==> src/rtl/sym_ex_loop.sv <==
// Location-encoded symbolic-execution benchmark: a bounded loop over free inputs
// a, b, c with data registers X, Y, Z, a start/done handshake and an absorbing error location.
module sym_ex_loop #(
    parameter int W        = 8,
    parameter int LIMIT    = 5,
    parameter int TARGET   = 4,
    parameter int MAX_ITER = 1
) (
    input  logic         clk,
    input  logic         rst,
    input  logic         start,
    input  logic [W-1:0] a,
    input  logic [W-1:0] b,
    input  logic [W-1:0] c,
    output logic         busy,
    output logic         done,
    output logic         err,
    output logic         loc_ok,
    output logic [3:0]   iter,
    output logic [W-1:0] x_out,
    output logic [W-1:0] y_out,
    output logic [W-1:0] z_out,
    output logic         prop
);

    typedef enum logic [3:0] {
        L_IDLE  = 4'd0,
        L_INIT  = 4'd1,
        L_TESTA = 4'd2,
        L_TESTB = 4'd3,
        L_THEN  = 4'd4,
        L_ZSET  = 4'd5,
        L_JOIN  = 4'd6,
        L_CHECK = 4'd7,
        L_OK    = 4'd8,
        L_ERR   = 4'd9
    } loc_e;

    localparam int NLOC = 10;

    localparam logic [W-1:0] LIMIT_W    = W'(LIMIT);
    localparam logic [W-1:0] TARGET_W   = W'(TARGET);
    localparam logic [3:0]   MAX_ITER_L = 4'(MAX_ITER);

    logic [NLOC-1:0] loc_q, loc_d;
    logic            loc_ok_q;
    logic [W-1:0]    x_q, x_d;
    logic [W-1:0]    y_q, y_d;
    logic [W-1:0]    z_q, z_d;
    logic [3:0]      iter_q, iter_d;
    logic [3:0]      iter_inc;
    logic [W-1:0]    sum;

    function automatic logic [NLOC-1:0] enc(input loc_e l);
        logic [NLOC-1:0] v;
        v    = '0;
        v[l] = 1'b1;
        return v;
    endfunction

    assign iter_inc = iter_q + 4'd1;
    assign sum      = x_q + y_q;

    // State register; loc_ok tracks whether the location vector was one-hot last cycle.
    always_ff @(posedge clk or posedge rst) begin
        if (rst) begin
            loc_q    <= enc(L_IDLE);
            loc_ok_q <= 1'b1;
            x_q      <= '0;
            y_q      <= '0;
            z_q      <= '0;
            iter_q   <= '0;
        end else begin
            loc_q    <= loc_d;
            loc_ok_q <= $onehot(loc_q);
            x_q      <= x_d;
            y_q      <= y_d;
            z_q      <= z_d;
            iter_q   <= iter_d;
        end
    end

    // A corrupted location vector freezes every register so the checker can observe it.
    always_comb begin
        loc_d  = loc_q;
        x_d    = x_q;
        y_d    = y_q;
        z_d    = z_q;
        iter_d = iter_q;
        if (loc_ok_q) begin
            if (loc_q[L_IDLE]) begin
                if (start) loc_d = enc(L_INIT);
            end else if (loc_q[L_INIT]) begin
                x_d    = '0;
                y_d    = '0;
                z_d    = '0;
                iter_d = '0;
                loc_d  = enc(L_TESTA);
            end else if (loc_q[L_TESTA]) begin
                if (a != '0) x_d = x_q + W'(3);
                loc_d = enc(L_TESTB);
            end else if (loc_q[L_TESTB]) begin
                loc_d = (b < LIMIT_W) ? enc(L_THEN) : enc(L_JOIN);
            end else if (loc_q[L_THEN]) begin
                y_d   = (a == '0 && c != '0) ? W'(2) : c;
                loc_d = enc(L_ZSET);
            end else if (loc_q[L_ZSET]) begin
                z_d   = W'(2);
                loc_d = enc(L_JOIN);
            end else if (loc_q[L_JOIN]) begin
                iter_d = iter_inc;
                loc_d  = (iter_inc < MAX_ITER_L) ? enc(L_TESTA) : enc(L_CHECK);
            end else if (loc_q[L_CHECK]) begin
                loc_d = (sum == TARGET_W) ? enc(L_ERR) : enc(L_OK);
            end else if (loc_q[L_OK]) begin
                if (start) loc_d = enc(L_INIT);
            end
        end
    end

    assign busy   = !(loc_q[L_IDLE] | loc_q[L_OK] | loc_q[L_ERR]);
    assign done   = loc_q[L_OK];
    assign err    = loc_q[L_ERR];
    assign prop   = !loc_q[L_ERR];
    assign loc_ok = loc_ok_q;
    assign iter   = iter_q;
    assign x_out  = x_q;
    assign y_out  = y_q;
    assign z_out  = z_q;

endmodule

==> config.mk <==
export PLATFORM = sky130hd
export DESIGN_NAME = sym_ex_loop
export DESIGN_NICKNAME = d
export VERILOG_FILES = /design/src/rtl/sym_ex_loop.sv
export SDC_FILE = /design/constraint.sdc
export NUM_CORES = 1
export LEC_CHECK = 0
export BUFFER_PORTS_ARGS = -buffer_cell sky130_fd_sc_hd__buf_2
export CAP_MARGIN = 0
export CORE_UTILIZATION = 40
export DETAILED_ROUTE_END_ITERATION = 8
export HOLD_SLACK_MARGIN = 0.12
export PLACE_DENSITY = 0.63
export SLEW_MARGIN = 20
export SYNTH_ARGS = -nofsm -noshare
export SYNTH_HDL_FRONTEND = slang
export SYNTH_SLANG_ARGS = --single-unit
==> constraint.sdc <==
create_clock -name clk -period 4.6 [get_ports clk]
set_clock_uncertainty 0.2 [all_clocks]
set_input_delay 0.69 -clock clk [delete_from_list [all_inputs] [get_ports clk]]
set_output_delay 0.69 -clock clk [all_outputs]
set_load 0.03 [all_outputs]
==> summary.md, run 1 <==
| Metric | Value |
|---|---|
| Run status | `complete, no violations` |
| Hpwl dp | `approximately 3700 um` |
| R2r endpoint | `loc_ok$_DFF_PP1_` |
| Clock root buffer | `clkbuf_8` |
| RSZ-0062 raised after global routing | `false` |
| Power per Cell Area | `around 220 mW/mm^2` |
| Largest net degree at the start of global routing | `27` |
| DRT antenna net count | `0` |
| Seq pwr share | `between 50% and 60%` |
| Antenna diodes | `0` |
| Worst Reg-to-Reg Cells | `11` |
| Bufs on Longest Clock Path | `2` |
| Final period util | `77.2%` |
| Area leader, netlist | `dfrtp_1` |
| CP Class | `reg2reg` |
| Worst-path clk slew | `roughly 60 ps` |
| Floorplan core area | `0.00514 mm^2` |
| Sw Share | `around a quarter` |
| Fin util | `49.1%` |
| Worst-Margin Slew | `718 ps` |
| Logic pwr share | `10.8%` |
| R2r startpoint | `loc_q[1]$_DFFE_PP0P_` |
| Area Growth Syn to Fin | `17.7%` |
| Vias in the first global route | `approximately 1600` |
| Share of layout cells above drive strength 1 | `about 25%` |
| Final setup TNS | `0 ps` |
| Die Wd | `roughly 75 um` |
| Max Fanout on Critical Path | `12` |
| P_sw | `between 100 and 150 uW` |
| Die Area | `between 0.005 and 0.006 mm^2` |
| Post-synth top area share | `approximately a third` |
| Asr flop ratio synth | `between 90% and 100%` |
| Non-Filler Instances | `between 300 and 400` |
| Max cap viols | `0` |
| FP Rows | `26` |
| DRC | `0` |
| CTS Hold Bufs | `0` |
| Slew headroom | `between 50% and 60%` |
| Max rail drop VDD | `about 0.14 mV` |
| Tot GR Track Use | `18.2%` |
| Number of synthesized register bits | `32` |
| Slew Limit Fails | `0` |
| Final setup vio count | `0` |
| Mean Syn Cell Area | `9.62 um^2` |
| Post-synth top cells | `dfrtp_1 (30), inv_1 (20), nand2_1 (19)` |
| Post-synth top flop | `dfrtp_1` |
| Crit start category | `register` |
| Hold crit path type | `in2async` |
| Die Y | `75.2 um` |
| Clock power share | `between 30% and 40%` |
| Sequential element share of the synthesized area | `a little under two fifths` |
| Post-CTS setup buffers | `0` |
| Initial antenna violation count | `0` |
| Drt initial violations | `60` |
| Global-route wire length before repair | `between 7000 and 8000 um` |
| Post-synth EDFFs | `0` |
| Crit. Startpoint | `loc_q[1]$_DFFE_PP0P_` |
| Final WL | `~4700 um` |
| Post-synth cell types | `53` |
| Via count | `1806` |
| Placed insts | `approximately 340` |
| Syn. warnings | `0` |
| GRT Residual Overflow | `0` |
| CTS tree | `done` |
| 1st-pass router iterations | `4` |
| R2R Setup Slk | `between 1000 and 1500 ps` |
| Mapped cell area | `approximately 0.0021 mm^2` |
| WL per Instance | `about 14 um` |
| WP data required | `4620 ps` |
| Fillers | `520` |
| Top-count cell post-synth | `dfrtp_1` |
| CP endpoint kind | `register` |
| Clock Latency Late Sink | `approximately 280 ps` |
| Top post-synthesis cells by area | `dfrtp_1 (35%), ha_1 (7.0%), fa_1 (6.5%)` |
| Buffers added on ports | `between 50 and 60` |
| Placer congestion estimate | `about 0.80` |
| Initial Util | `41.7%` |
| H-tree depth | `2` |
| Final hold vios | `0` |
| Fmax | `about 0.28 GHz` |
| Post-Syn Instances | `about 220` |
| Post-route minimum period | `3550 ps` |
| Clock Sinks | `32` |
| Cell Int Power | `410 uW` |
| CTS Buf Count | `5` |
| Avg Vias per Cell | `between 5 and 6` |
| WP data arrival | `~3600 ps` |
| Num ports | `60` |
| Final nets | `around 320` |
| Post-CTS resize count | `0` |
| Leakage | `roughly 1.2 nW` |
| Total power | `between 500 and 600 uW` |
| Hold Slack | `124 ps` |
-- worst max-delay path, stage by stage (launching register included) --
cell and delay (ps):
dfrtp_1 580, fa_1 510, fa_1 510, inv_1 40
fa_1 420, inv_1 70, ha_1 150, inv_1 50
fa_1 370, a2111oi_0 390, a21oi_1 90, nor2_1 110
-- flip-flops by register name, summed over array words and instances, names as in the netlist --
signal  flops
loc_q      10
x_out       8
y_out       8
iter        4
loc_ok      1
z_out       1
-- cell families (layout without fill, tap and decap cells) --
family | Yosys count | in the layout | share of synthesized area [%]
AOI/OAI and AO/OA | 57 | 57 | 17.9
other | 1 | 7 | 0.175
adders and majority gates | 19 | 19 | 13.5
and+or+nand+nor | 72 | 72 | 19.6
DFF | 32 | 32 | 37.5
xor gates and xnor gates | 10 | 10 | 4.08
buffers and inverters | 32 | 81 | 7.23
-- worst max path at each step --
stage                            end  slack, ps  cells after the start
detailed placement  loc_ok$_DFF_PP1_       1040                     11
CTS                 loc_ok$_DFF_PP1_       1030                     11
global placement    loc_ok$_DFF_PP1_       1130                     11
global route        loc_ok$_DFF_PP1_        810                     11
finish              loc_ok$_DFF_PP1_       1050                     11
floorplan           loc_ok$_DFF_PP1_       1220                     11
-- layout make-up --
cell class	instances	area (um^2)	share of cell area, %
sequential	32	803	31.8
timing repair buffer	53	268	10.6
inverter	21	78.8	3.12
tap	70	87.6	3.47
clock buffer	6	72.6	2.88
clock inverter	1	5.00	0.198
multi-input combinational	165	1210	47.9
-- per-stage QoR --
stage / instance area, um^2 / worst slack [ps]
floorplan: 2170 / 1220
global placement: 2450 / 1130
detailed placement: 2450 / 1040
CTS: 2520 / 1030
global route: 2520 / 815
finish: 2520 / 1050
-- metal layers --
layer	global-route usage [%]	up-vias	wire (um)
met5	0	-	0
met4	6.38	0	75
met3	4.15	9	214
met2	29.2	52	2160
met1	24.4	862	2250
li1	-	883	-
-- power groups by stage --
stage	clock network [mW]	registers, mW	logic [mW]
final	0.202	0.288	0.0596
after global routing	0.219	0.288	0.0666
after CTS	0.207	0.288	0.0604
after detailed placement	0	0.293	0.0603
after global placement	0	0.293	0.0598
after floorplan	0	0.299	0.0363
-- placed cells by master (no fill, tap or decap), types with 3 or more instances in the layout --
cell type,instances
buf_2,52
dfrtp_1,30
inv_1,20
nand2_1,19
nor2_1,16
o21ai_0,15
ha_1,12
a21oi_1,10
xnor2_1,9
a22o_1,8
fa_1,7
conb_1,7
nor4_1,6
nor2b_1,6
clkbuf_8,5
nor3_1,4
and2_1,3
o21ai_1,3
nand3_1,3
Note: power is estimated with default switching activity, not from simulation.
==> run 2, diff against run 1 <==
--- a/config.mk
+++ b/config.mk
@@ -5,12 +5,13 @@
 export SDC_FILE = /design/constraint.sdc
 export NUM_CORES = 1
 export LEC_CHECK = 0
+export ABC_AREA = 1
 export BUFFER_PORTS_ARGS = -buffer_cell sky130_fd_sc_hd__buf_2
 export CAP_MARGIN = 0
 export CORE_UTILIZATION = 40
 export DETAILED_ROUTE_END_ITERATION = 8
 export HOLD_SLACK_MARGIN = 0.12
-export PLACE_DENSITY = 0.63
+export PLACE_DENSITY = 0.62
 export SLEW_MARGIN = 20
 export SYNTH_ARGS = -nofsm -noshare
 export SYNTH_HDL_FRONTEND = slang
==> constraint.sdc (replaced) <==
create_clock -name clk -period 3.5 [get_ports clk]
set_clock_uncertainty 0.2 [all_clocks]
set_input_delay 0.525 -clock clk [delete_from_list [all_inputs] [get_ports clk]]
set_output_delay 0.525 -clock clk [all_outputs]
set_load 0.03 [all_outputs]
==> run 2 against run 1 <==
- power grew 38%
- die area grew 7.6%
- core utilization grew 0.31 points
- first-iteration DRC count grew 60%
- routed wire length grew 14%
- worst setup slack lost 820 ps
- synthesized cell count grew 38%
- critical endpoint unchanged
==> summary.md, run 2 <==
| Metric | Value |
|---|---|
| Power per Cell Area | `between 200 and 300 mW/mm^2` |
| Post-Syn Instances | `307` |
| Max cap viols | `0` |
| WP data arrival | `between 3000 and 4000 ps` |
| Via count | `around 2200` |
| Post-CTS resize count | `0` |
| Max reg flops | `10` |
| Run status | `complete, no violations` |
| R2r startpoint | `loc_q[0]$_DFFE_PP1P_` |
| Non-Filler Instances | `roughly 440` |
| Worst path max stage delay | `about 610 ps` |
| CP delay by family, top | `adder cells` |
| Max rail drop VDD | `between 0.15 and 0.2 mV` |
| WL per Instance | `12.3 um` |
| CP max stage cell | `dfstp_2` |
| FP Rows | `27` |
| Largest net degree at the start of global routing | `33` |
| CTS tree | `done` |
| Top reg by flops | `loc_q` |
| Crit start category | `register` |
| DRT antenna net count | `0` |
| Placer congestion estimate | `~0.80` |
| Global-route wire length before repair | `between 9000 and 10000 um` |
| Avg Vias per Cell | `approximately 4.9` |
| Leakage | `roughly 1.4 nW` |
| Final WL | `about 5400 um` |
| Clock Latency Late Sink | `between 200 and 300 ps` |
| Commonest non-fill, non-tap cell in the layout | `nand2_1` |
| Tot GR Track Use | `slightly below 20%` |
| Initial Util | `41.7%` |
| Worst-path clk slew | `about 70 ps` |
| CP Class | `reg2reg` |
| Cell Chain, Critical Path | `fa_1 -> fa_1 -> inv_1 -> fa_1 -> inv_1 -> ha_1 -> inv_1 -> fa_1 -> o211ai_1 -> a21oi_1` |
| Final period util | `between 90 and 100%` |
| Post-synth top cells | `nand2_1 (70), inv_1 (50), nand3_1 (40)` |
| Top post-synthesis cells by area | `dfrtp_1 (32%), nand2_1 (11%), nand3_1 (8.7%)` |
| CTS Hold Bufs | `0` |
| Clock Sinks | `32` |
| Initial antenna violation count | `0` |
| Crit path buf inv count | `3` |
| CP endpoint kind | `register` |
| Hpwl dp | `4240 um` |
| Area leader, netlist | `dfrtp_1` |
| Max Fanout on Critical Path | `5` |
| Die Area | `~0.0061 mm^2` |
| Worst Reg-to-Reg Cells | `10` |
| Hold crit path type | `in2async` |
| Seq pwr share | `between 40% and 50%` |
| Post-synth top area share | `32.5%` |
| Num ports | `60` |
| Cell Int Power | `approximately 590 uW` |
| DRC | `0` |
| Sw Share | `21.8%` |
| WP data required | `3510 ps` |
| Mapped cell area | `about 0.0023 mm^2` |
| Floorplan core area | `about 0.0055 mm^2` |
| Fmax | `0.305 GHz` |
| Final setup vio count | `0` |
| P_sw | `between 150 and 200 uW` |
| CTS Buf Count | `5` |
| Post-synth cell types | `32` |
| Buffers added on ports | `52` |
| Post-CTS setup buffers | `0` |
| Mean Syn Cell Area | `around 7.5 um^2` |
| Asr flop ratio synth | `100%` |
| Share of layout cells above drive strength 1 | `roughly a fifth` |
| Number of synthesized register bits | `32` |
| Clock root buffer | `clkbuf_8` |
| Antenna diodes | `0` |
| Final nets | `between 400 and 500` |
| R2r endpoint | `loc_ok$_DFF_PP1_` |
| Die Wd | `78.0 um` |
| Post-synth top flop | `dfrtp_1` |
| Bufs on Longest Clock Path | `2` |
| R2R Setup Slk | `approximately 230 ps` |
| Logic pwr share | `under 10%` |
| Clock power share | `46.1%` |
| Drt initial violations | `96` |
| Post-route minimum period | `3270 ps` |
| Post-synth EDFFs | `0` |
| Placed insts | `430` |
| Vias in the first global route | `2059` |
| Most frequent cells in the layout | `nand2_1 (70), buf_2 (52), inv_1 (50)` |
| Die Y | `roughly 78 um` |
| RSZ-0062 raised after global routing | `false` |
| Most frequent CP cell | `fa_1` |
| Final hold vios | `0` |
| GRT Residual Overflow | `0` |
| 1st-pass router iterations | `4` |
| Slew Limit Fails | `0` |
| Final setup TNS | `0 ps` |
| Top-count cell post-synth | `nand2_1` |
| H-tree depth | `2` |
| Sequential element share of the synthesized area | `roughly a third` |
| Area Growth Syn to Fin | `18.5%` |
| Syn. warnings | `0` |
-- run 2: cell count changes after synthesis, moves of 3 or more --
cell,before,now
nand3_1,3,40
xnor2_1,9,5
a22o_1,8,0
nand2_1,19,70
nor4_1,6,3
nor2_4,0,4
nor2_1,16,26
and2_1,3,0
nand4_1,0,3
nor2b_1,6,0
inv_1,20,50
-- run 2: per-stage QoR --
step                      cell area (um^2)  utilization (%)  setup WS (ps)  hold WS, ps  power [mW]
after detailed placement              2630             47.5            213          313       0.418
after global placement                2630             47.5            288          313       0.417
after CTS                             2740             49.4            203          136       0.771
after global routing                  2740             49.4           83.6          163       0.791
after floorplan                       2330                -            343          320       0.404
final                                 2740             49.4            226          116       0.760
-- run 2: cell type report --
type	instances	area (um^2)
Inverter	54	208
Sequential cell	32	803
Multi-Input combinational cell	218	1250
Timing Repair Buffer	54	275
Tap cell	72	90.1
Clock inverter	2	35.0
Fill cell	566	2800
Clock buffer	6	72.6
-- run 2: worst register-to-register path, cell delays in order (launching register included) --
cell	delay [ps]
dfstp_2	610
fa_1	430
fa_1	510
inv_1	50
fa_1	430
inv_1	70
ha_1	170
inv_1	60
fa_1	470
o211ai_1	80
a21oi_1	130
-- run 2: worst max-delay path by stage --
stage / from / end / slack [ps] / cells after the start
global placement: loc_q[0]$_DFFE_PP1P_ / loc_ok$_DFF_PP1_ / 290 / 10
floorplan: loc_q[9]$_DFFE_PP0P_ / loc_ok$_DFF_PP1_ / 340 / 10
global route: loc_q[0]$_DFFE_PP1P_ / loc_ok$_DFF_PP1_ / 80 / 10
CTS: loc_q[0]$_DFFE_PP1P_ / loc_ok$_DFF_PP1_ / 200 / 10
finish: loc_q[0]$_DFFE_PP1P_ / loc_ok$_DFF_PP1_ / 230 / 10
detailed placement: loc_q[0]$_DFFE_PP1P_ / loc_ok$_DFF_PP1_ / 210 / 10
-- run 2: kinds of logic (layout without fill, tap and decap cells) --
| family | Yosys count | count (layout) | share of synthesized area, % |
|---|---|---|---|
| compound gates | 32 | 32 | 7.80 |
| buf+inv | 63 | 116 | 12.0 |
| fa+ha+maj | 19 | 19 | 12.6 |
| xor+xnor | 7 | 7 | 2.65 |
| simple gates | 153 | 153 | 30.1 |
| flops | 32 | 32 | 34.8 |
| other cells | 1 | 7 | 0.162 |
-- run 2: power groups by stage --
stage               combinational (mW)  sequential, mW  clock, mW
detailed placement              0.0407           0.377          0
finish                          0.0398           0.370      0.350
global placement                0.0401           0.377          0
global route                    0.0452           0.370      0.376
floorplan                       0.0266           0.377          0
CTS                             0.0407           0.370      0.360
-- run 2: layer usage --
layer | vias up | global-route usage (%) | wire (um)
li1 | 1086 | - | -
met1 | 1025 | 25.6 | 2650
met2 | 48 | 33.8 | 2530
met3 | 4 | 3.84 | 187
met4 | 0 | 3.33 | 13
met5 | - | 0 | 0
